### config.mk
export PLATFORM = sky130hd
export DESIGN_NAME = mul_arbiter_flat
export DESIGN_NICKNAME = d
export VERILOG_FILES = /design/src/rtl/mul_arb_pkg.sv /design/src/rtl/mul_arbiter_if.sv /design/src/rtl/mul_arb_rr.sv /design/src/rtl/mul_arbiter.sv /design/src/flat_wrapper.sv
export SDC_FILE = /design/constraint.sdc
export NUM_CORES = 1
export LEC_CHECK = 0
export ABC_AREA = 0
export CAP_MARGIN = 25
export CORE_AREA = 2 2 129 131
export DETAILED_ROUTE_END_ITERATION = 16
export DIE_AREA = 0 0 131 133
export PLACE_DENSITY = 0.86
export SYNTH_ARGS = -nofsm -noshare
export SYNTH_HDL_FRONTEND = slang
export SYNTH_SLANG_ARGS = --single-unit
### constraint.sdc
create_clock -name clk -period 3.65 [get_ports clk]
set_input_delay 0.73 -clock clk [delete_from_list [all_inputs] [get_ports clk]]
set_output_delay 0.73 -clock clk [all_outputs]
set_load 0.03 [all_outputs]
### src/rtl/mul_arb_pkg.sv
// Shared types and defaults for the two-port multiplier arbiter.
//   state_t     : arbiter FSM states
//   W_DEF       : default operand width
//   TIMEOUT_DEF : default RUN-cycle budget before a timeout response
//   run_cnt_w() : width of the RUN-cycle counter for a given TIMEOUT
package mul_arb_pkg;

  localparam int W_DEF       = 32;
  localparam int TIMEOUT_DEF = 40;
  localparam int RUN_CNT_W   = $clog2(TIMEOUT_DEF);

  typedef enum logic [1:0] {
    IDLE = 2'd0,
    LOAD = 2'd1,
    RUN  = 2'd2,
    RESP = 2'd3
  } state_t;

  // The counter only needs to reach TIMEOUT-1, so $clog2(TIMEOUT) bits suffice
  // even when TIMEOUT is a power of two.
  function automatic int run_cnt_w(input int timeout);
    return $clog2(timeout);
  endfunction

endpackage

### src/rtl/mul_arbiter_if.sv
// Bus bundle between the two requesters, the arbiter and the multiplier.
//   req_*  : per-port operand request (valid/ready)
//   resp_* : per-port product response (valid/ready), shared product/err
//   mul_*  : control/data to and from the shared sequential multiplier
// slave  : the arbiter's view; master : the environment's view.
interface mul_arbiter_if #(
  parameter int W = 32
);
  logic [1:0]     req_valid;
  logic [1:0]     req_ready;
  logic [W-1:0]   req_a0, req_b0, req_a1, req_b1;
  logic [1:0]     resp_valid;
  logic [1:0]     resp_ready;
  logic [2*W-1:0] resp_product;
  logic           resp_err;
  logic           mul_rst;
  logic           mul_run;
  logic [W-1:0]   mul_multiplicand;
  logic [W-1:0]   mul_multiplier;
  logic           mul_rdy;
  logic [2*W-1:0] mul_product;

  modport slave (
    input  req_valid, req_a0, req_b0, req_a1, req_b1, resp_ready,
           mul_rdy, mul_product,
    output req_ready, resp_valid, resp_product, resp_err,
           mul_rst, mul_run, mul_multiplicand, mul_multiplier
  );

  modport master (
    output req_valid, req_a0, req_b0, req_a1, req_b1, resp_ready,
           mul_rdy, mul_product,
    input  req_ready, resp_valid, resp_product, resp_err,
           mul_rst, mul_run, mul_multiplicand, mul_multiplier
  );
endinterface

### src/rtl/mul_arb_rr.sv
// Combinational 2-way round-robin picker.
//   i_valid      : per-port request valid
//   i_last_grant : port served most recently
//   o_sel        : selected port (meaningful only when o_any)
//   o_any        : at least one port is requesting
module mul_arb_rr (
  input  logic [1:0] i_valid,
  input  logic       i_last_grant,
  output logic       o_sel,
  output logic       o_any
);
  assign o_any = |i_valid;
  // On a tie the port that was not served last wins; otherwise the only requester.
  assign o_sel = (&i_valid) ? ~i_last_grant : i_valid[1];
endmodule

### src/rtl/mul_arbiter.sv
// Shares one sequential shift-add multiplier between two requesters.
//   clk : clock, rising edge
//   rst : asynchronous active-low reset
//   bus : mul_arbiter_if.slave -- request/response handshakes and the
//         multiplier control/data pins
// Flow: IDLE (round-robin accept) -> LOAD (one mul_rst pulse) -> RUN (step
// until mul_rdy or timeout) -> RESP (hold product/err until resp_ready).
module mul_arbiter
  import mul_arb_pkg::*;
#(
  parameter int W       = W_DEF,
  parameter int TIMEOUT = TIMEOUT_DEF
) (
  input  logic          clk,
  input  logic          rst,
  mul_arbiter_if.slave  bus
);

  localparam int CW = run_cnt_w(TIMEOUT);

  state_t         r_state, w_next;
  logic           r_init;     // high for the first cycle(s) out of reset
  logic           r_gnt, r_last;
  logic [W-1:0]   r_a, r_b;
  logic [2*W-1:0] r_prod;
  logic           r_err;
  logic [CW-1:0]  r_cnt;
  logic           w_sel, w_any, w_acc, w_tmo, w_ack;

  mul_arb_rr u_rr (
    .i_valid     (bus.req_valid),
    .i_last_grant(r_last),
    .o_sel       (w_sel),
    .o_any       (w_any)
  );

  // No accept while the multiplier is still held in its post-reset load pulse.
  assign w_acc = (r_state == IDLE) && !r_init && w_any;
  assign w_tmo = (r_cnt == CW'(TIMEOUT - 1));
  assign w_ack = bus.resp_ready[r_gnt];

  always_ff @(posedge clk or negedge rst) begin
    if (!rst) r_state <= IDLE;
    else      r_state <= w_next;
  end

  always_comb begin
    w_next = r_state;
    case (r_state)
      IDLE:    if (w_acc) w_next = LOAD;
      LOAD:    w_next = RUN;
      RUN:     if (bus.mul_rdy || w_tmo) w_next = RESP;
      RESP:    if (w_ack) w_next = IDLE;
      default: w_next = IDLE;
    endcase
  end

  always_comb begin
    bus.req_ready  = '0;
    bus.resp_valid = '0;
    bus.mul_run    = 1'b0;
    bus.mul_rst    = r_init;
    case (r_state)
      IDLE:    if (w_acc) bus.req_ready[w_sel] = 1'b1;
      LOAD:    bus.mul_rst = 1'b1;
      RUN:     bus.mul_run = 1'b1;
      RESP:    bus.resp_valid[r_gnt] = 1'b1;
      default: ;
    endcase
  end

  assign bus.resp_product     = r_prod;
  assign bus.resp_err         = r_err;
  assign bus.mul_multiplicand = r_a;
  assign bus.mul_multiplier   = r_b;

  always_ff @(posedge clk or negedge rst) begin
    if (!rst) begin
      r_init <= 1'b1;
      r_gnt  <= 1'b0;
      r_last <= 1'b1;   // port 0 wins the first tie
      r_a    <= '0;
      r_b    <= '0;
      r_prod <= '0;
      r_err  <= 1'b0;
      r_cnt  <= '0;
    end else begin
      r_init <= 1'b0;
      case (r_state)
        IDLE: if (w_acc) begin
          r_gnt <= w_sel;
          r_a   <= w_sel ? bus.req_a1 : bus.req_a0;
          r_b   <= w_sel ? bus.req_b1 : bus.req_b0;
        end
        LOAD: r_cnt <= '0;
        RUN: begin
          r_cnt <= r_cnt + CW'(1);
          // A ready multiplier beats a timeout landing on the same cycle.
          if (bus.mul_rdy) begin
            r_prod <= bus.mul_product;
            r_err  <= 1'b0;
          end else if (w_tmo) begin
            r_prod <= '0;
            r_err  <= 1'b1;
          end
        end
        RESP: if (w_ack) r_last <= r_gnt;
        default: ;
      endcase
    end
  end

endmodule
### src/flat_wrapper.sv
// flat-port wrapper written by rule: the top's interface ports become plain ports
module mul_arbiter_flat import mul_arb_pkg::*;
#(
  parameter int W       = W_DEF,
  parameter int TIMEOUT = TIMEOUT_DEF
)
  (clk, rst, bus_req_valid, bus_req_a0, bus_req_b0, bus_req_a1, bus_req_b1, bus_resp_ready, bus_mul_rdy, bus_mul_product, bus_req_ready, bus_resp_valid, bus_resp_product, bus_resp_err, bus_mul_rst, bus_mul_run, bus_mul_multiplicand, bus_mul_multiplier);
  mul_arbiter_if #(.W(W)) bus_i ();
  input  logic clk;
  input  logic rst;
  input wire logic [$bits(bus_i.req_valid)-1:0] bus_req_valid;
  input wire logic [$bits(bus_i.req_a0)-1:0] bus_req_a0;
  input wire logic [$bits(bus_i.req_b0)-1:0] bus_req_b0;
  input wire logic [$bits(bus_i.req_a1)-1:0] bus_req_a1;
  input wire logic [$bits(bus_i.req_b1)-1:0] bus_req_b1;
  input wire logic [$bits(bus_i.resp_ready)-1:0] bus_resp_ready;
  input wire logic [$bits(bus_i.mul_rdy)-1:0] bus_mul_rdy;
  input wire logic [$bits(bus_i.mul_product)-1:0] bus_mul_product;
  output wire logic [$bits(bus_i.req_ready)-1:0] bus_req_ready;
  output wire logic [$bits(bus_i.resp_valid)-1:0] bus_resp_valid;
  output wire logic [$bits(bus_i.resp_product)-1:0] bus_resp_product;
  output wire logic [$bits(bus_i.resp_err)-1:0] bus_resp_err;
  output wire logic [$bits(bus_i.mul_rst)-1:0] bus_mul_rst;
  output wire logic [$bits(bus_i.mul_run)-1:0] bus_mul_run;
  output wire logic [$bits(bus_i.mul_multiplicand)-1:0] bus_mul_multiplicand;
  output wire logic [$bits(bus_i.mul_multiplier)-1:0] bus_mul_multiplier;
  assign bus_i.req_valid = bus_req_valid;
  assign bus_i.req_a0 = bus_req_a0;
  assign bus_i.req_b0 = bus_req_b0;
  assign bus_i.req_a1 = bus_req_a1;
  assign bus_i.req_b1 = bus_req_b1;
  assign bus_i.resp_ready = bus_resp_ready;
  assign bus_i.mul_rdy = bus_mul_rdy;
  assign bus_i.mul_product = bus_mul_product;
  assign bus_req_ready = bus_i.req_ready;
  assign bus_resp_valid = bus_i.resp_valid;
  assign bus_resp_product = bus_i.resp_product;
  assign bus_resp_err = bus_i.resp_err;
  assign bus_mul_rst = bus_i.mul_rst;
  assign bus_mul_run = bus_i.mul_run;
  assign bus_mul_multiplicand = bus_i.mul_multiplicand;
  assign bus_mul_multiplier = bus_i.mul_multiplier;
  mul_arbiter #(.W(W), .TIMEOUT(TIMEOUT)) u_core (.clk(clk), .rst(rst), .bus(bus_i));
endmodule
Word-level counts from Yosys, hierarchy flattened
Index checks and enable logic that the tools add are counted.
- register bits: 140
- bits of input ports: 199
- output and inout bits: 135
- $add $sub $neg: 1
- magnitude comparators: 4
- equality and inequality tests: 7
- multiplexer cells: 23
- bitwise logic cells: 1
- reductions and logical operators: 15
- operator list (kind ; number):
    $mux 64 ; 2
    $mux 32 ; 2
    $mux 2 ; 6
    $pmux 6 s2 ; 1
    $mux 1 ; 9
    $pmux 2 s4 ; 1
    $reduce_and 2->1 ; 4
    $add 6x1->6 const B ; 1
    $eq 6x6->1 const B ; 1
    $ne 2x1->1 const B ; 3
    $eq 2x2->1 const B ; 2
    $logic_and 1x1->1 ; 4
    $lt 1x2->1 const B ; 2
    $reduce_bool 2->1 ; 2
    $reduce_and 3->1 ; 1
    $demux 1 s1 ; 2
    $eq 2x1->1 const B ; 1
    $ge 1x1->1 const B ; 2
    $logic_not 2->1 ; 1
    $reduce_or 2->1 ; 1
    $logic_not 1->1 ; 1
    $logic_or 1x1->1 ; 1
    $not 1->1 ; 1

Depth between registers and ports, before layout
- depth after elaboration: 8
- mapped depth: 8
- gate-level depth less buffers: 6

Hierarchy
A second synthesis with hierarchy kept.
- cell total of the unflattened synthesis: 631
- area, all modules: 6142.1 µm²
- modules (own cells, without submodules) (module ; times used ; cells each ; area an instance (µm²) ; sequential area each (µm²)):
    mul_arbiter ; 1 ; 629 ; 6128.4 ; 3505.9
    mul_arb_rr ; 1 ; 2 ; 13.8 ; 0.0

Worst setup path after synthesis
Ideal clock, no wire load.
- kind: register -> output
- start point: register u_core.r_state[0]
- end point: output port bus_req_ready[0]
- arrival: 1.394 ns
- slack: 1.526 ns
- stages on the path, launching flop included: 6
- cells stage by stage: dfrtp_1 inv_1 ha_1 nor2b_2 and3_4 clkbuf_1
- longest elaborated chain between the ends: 5
- ends and longest elaborated chain (item ; line ; RTL):
    start: declaration ; mul_arbiter.sv:21 ; state_t r_state, w_next;
    start signal: assignment ; mul_arbiter.sv:44 ; else r_state <= w_next;
    $logic_not 2->1 (*) ; mul_arbiter.sv:38, mul_arbiter.sv:63 ;
    $logic_and 1x1->1 (2 in a row) ; mul_arbiter.sv:38 ; assign w_acc = (r_state == IDLE) && !r_init && w_any;
    $mux 2 ; mul_arbiter.sv:64 ; IDLE: if (w_acc) bus.req_ready[w_sel] = 1'b1;
    $mux 2 (*) ; mul_arbiter.sv:63 ; case (r_state)
    end: declaration ; flat_wrapper.sv:19 ; output wire logic [$bits(bus_i.req_ready)-1:0] bus_req_ready;
Every way passes the cells marked *; elsewhere a longest branch is shown, timed or not.

Worst setup path in the final report
- start point: register u_core.r_state[0]
- end point: output port bus_req_ready[1]
The elaborated chain is that of the path after synthesis.

==> qor.yml <==
outcome: "completed"
start_util_pct: 35.7
clock_path_buffers: 2
slew_headroom_pct: 45.5
period_needed_ps: 3000
post_cts_buffers: 0
die_area_sq_um: 17400
ctsResizeCount: 0
path_cells: "inv_1 -> ha_1 -> nor2b_2 -> nand2_1 -> a21oi_4 -> clkdlybuf4s50_1"
fmax_mhz: 333
grt_pass1_wl_mm: 27.9
totalWireLength_mm: 18.3
syn_area_per_cell_sq_um: 13.4
core_sq_um: 16200
r2r_start: "u_core.r_state[0]"
rows: 47
total_power_uw: 8670
synth_seq_cells: 140
grt_max_degree: 80
critPathMaxFanout: 4
hold_path_class: "input pin to asynchronous set/reset pin"
cp_slowest_cell: "clkdlybuf4s50_1"
die_y_um: 133
p_leak_uw: 0.00418
htreeDepth: 4
syn_inst: 430
cp-start-kind: "flop"
clock_latency_ps: 410
syn-cell-area_sq_um: 5770
tightest_slew_ps: 817
antenna_found_initial: 4
place_congestion: 0.767
dp_hpwl_mm: 13.3
grt_setup_unrepaired: "false"
grtUsageTotal_pct: 20.9
cts_buffers: 17
critical_path_class: "flop to output port"
area_growth_pct: 69.7
clock_sinks: 140
powerDensity_nw_per_um2: 886
ctsHoldBuffers: 0
final.setup.tns_ps: 0
wl_per_cell_um: 18.6
drt_iter0_markers: 247
vias: 4938
die_width_um: 131
required_ps: 2920
hold_viol: 0
fillers: 1266
peakVddDrop_v: 0.000584
ant_nets: 0
ys_seq_area_share_pct: 60.7
crit_start: "u_core.r_state[0]"
ios: 334
worstPathArrival_ps: 2270
drive_above_1_share_pct: 6.54
crit_path_max_incr_delay_ps: 680
drc_errors: 0
dr.pass1.iters: 4
numPortBuffers: 333
yosysUniqueCellTypes: 37
final_min_period_over_clock_period_pct: 82.2
clkSlewWorstSetupHoldPaths_ps: 60
drv_cap: 0
grt_pass1_vias: 5174
grt_remaining_overflow: 0
tritoncts: "yes"
root_buffer: "clkbuf_16"
final_nets: 958
fin_worst_skew_ps: 4.05
ys_warn_count: 0
reg2reg_depth: 5
synth_nets: 635
critical_path.endpoint_type: "output port"
slew_viol_final: 0
vias_per_cell: 5.01
finalSetupViolCount: 0
-- area by class of cell --
type	instances	area (sq um)	share of cell area [%]
clock inverter	13	144	1.47
clock buffer	18	429	4.38
timing repair buffer	340	3410	34.8
sequential	140	3510	35.8
inverter	8	30.0	0.307
multi-input combinational	246	1990	20.4
tap	220	275	2.81
antenna	1	2.50	0.0256
-- critical path: cells and delay by family, from the launching register on --
kind / cells / cell delay, ps
buf+inv: 2 / 800
flops: 1 / 410
simple gates: 2 / 310
fa+ha+maj: 1 / 210
compound gates: 1 / 140
-- path summary, 6_finish.rpt --
kind | to | slack, ps
setup reg to reg | u_core.bus.resp_product[30] | 1430
max in group asynchronous | u_core.bus.resp_product[11] | 2480
min in group clk | u_core.bus.resp_product[14] | 500
hold / removal | u_core.bus.mul_multiplier[27] | 280
hold reg to reg | u_core.bus.resp_product[14] | 500
setup / recovery | bus_req_ready[1] | 650
-- cell usage after synthesis (all sizes together) --
cell     instances  area share [%]
a21boi           1            0.20
a21o             1            0.13
a21oi            5            0.43
a221o           64              11
a22o            64             9.7
a22oi            1            0.13
a2bb2oi          1            0.15
a41oi            1            0.28
and2            67             7.3
and3             1            0.20
buf             27             3.9
clkbuf           9            0.59
conb             1           0.065
dfrtp          138              60
dfstp            2            0.91
ha               6             1.3
inv              8            0.52
mux2             1            0.20
mux2i            1            0.17
nand2            4            0.26
nand2b           2            0.22
nand3            3            0.26
nand3b           1            0.13
nand4            1            0.11
nor2             4            0.26
nor2b            3            0.37
nor3b            1            0.13
o21a             1            0.13
o21ai            7            0.61
o21bai           1            0.13
or2              1            0.11
or3              1            0.11
xor2             1            0.15
-- per-stage QoR --
step | setup slack (ps) | util (%) | cells | cell area, sq um | hold slack (ps)
after floorplan | 1530 | - | 430 | 5770 | 434
after global placement | 741 | 57.0 | 954 | 9220 | 482
after detailed placement | 709 | 57.0 | 954 | 9220 | 480
after CTS | 630 | 60.5 | 985 | 9790 | 299
after global routing | 540 | 60.6 | 986 | 9790 | 319
final | 651 | 60.6 | 986 | 9790 | 277
-- layout by cell type, fill, tap and decap left out, drive strengths merged, types with 4 or more instances in the layout --
cell type and n:
a21oi 5, a221o 64, a22o 64, and2 67
buf 8, clkbuf 18, clkdlybuf4s50 332, clkinv 5
clkinvlp 4, dfrtp 138, ha 6, inv 10
nand2 4, nor2 4, o21ai 7
-- logic make-up (layout without fill, tap and decap cells) --
group	Yosys count	in the layout	synth area share, %
AOI/OAI and AO/OA	147	147	23.0
DFF	140	140	60.7
and+or+nand+nor	89	89	9.41
buffers and inverters	44	379	4.96
adders and majority gates	6	6	1.30
muxes	2	2	0.369
other	1	2	0.0650
xor gates and xnor gates	1	1	0.152
-- registers in the layout, summed over array words and instances (netlist names) --
register	cells
u_core.bus.mul_multiplicand	32
u_core.bus.mul_multiplier	32
u_core.bus.resp_err	1
u_core.bus.resp_product	64
u_core.r_cnt	6
u_core.r_gnt	1
u_core.r_init	1
u_core.r_last	1
u_core.r_state	2
-- per-layer routing --
layer  up-vias  GRT usage [%]  share of wire, %
li1       2277              -                 -
met1      2377           23.9                37
met2       250           34.3                49
met3        28           9.58                12
met4         6           7.27               2.2
met5         -              0              0.20
-- power breakdown --
group / switching [uW] / internal, uW / total, uW
Sequential: 432 / 2250 / 2690
Clock: 671 / 1010 / 1680
Combinational: 2310 / 2000 / 4310
(Power assumes the default switching activity.)
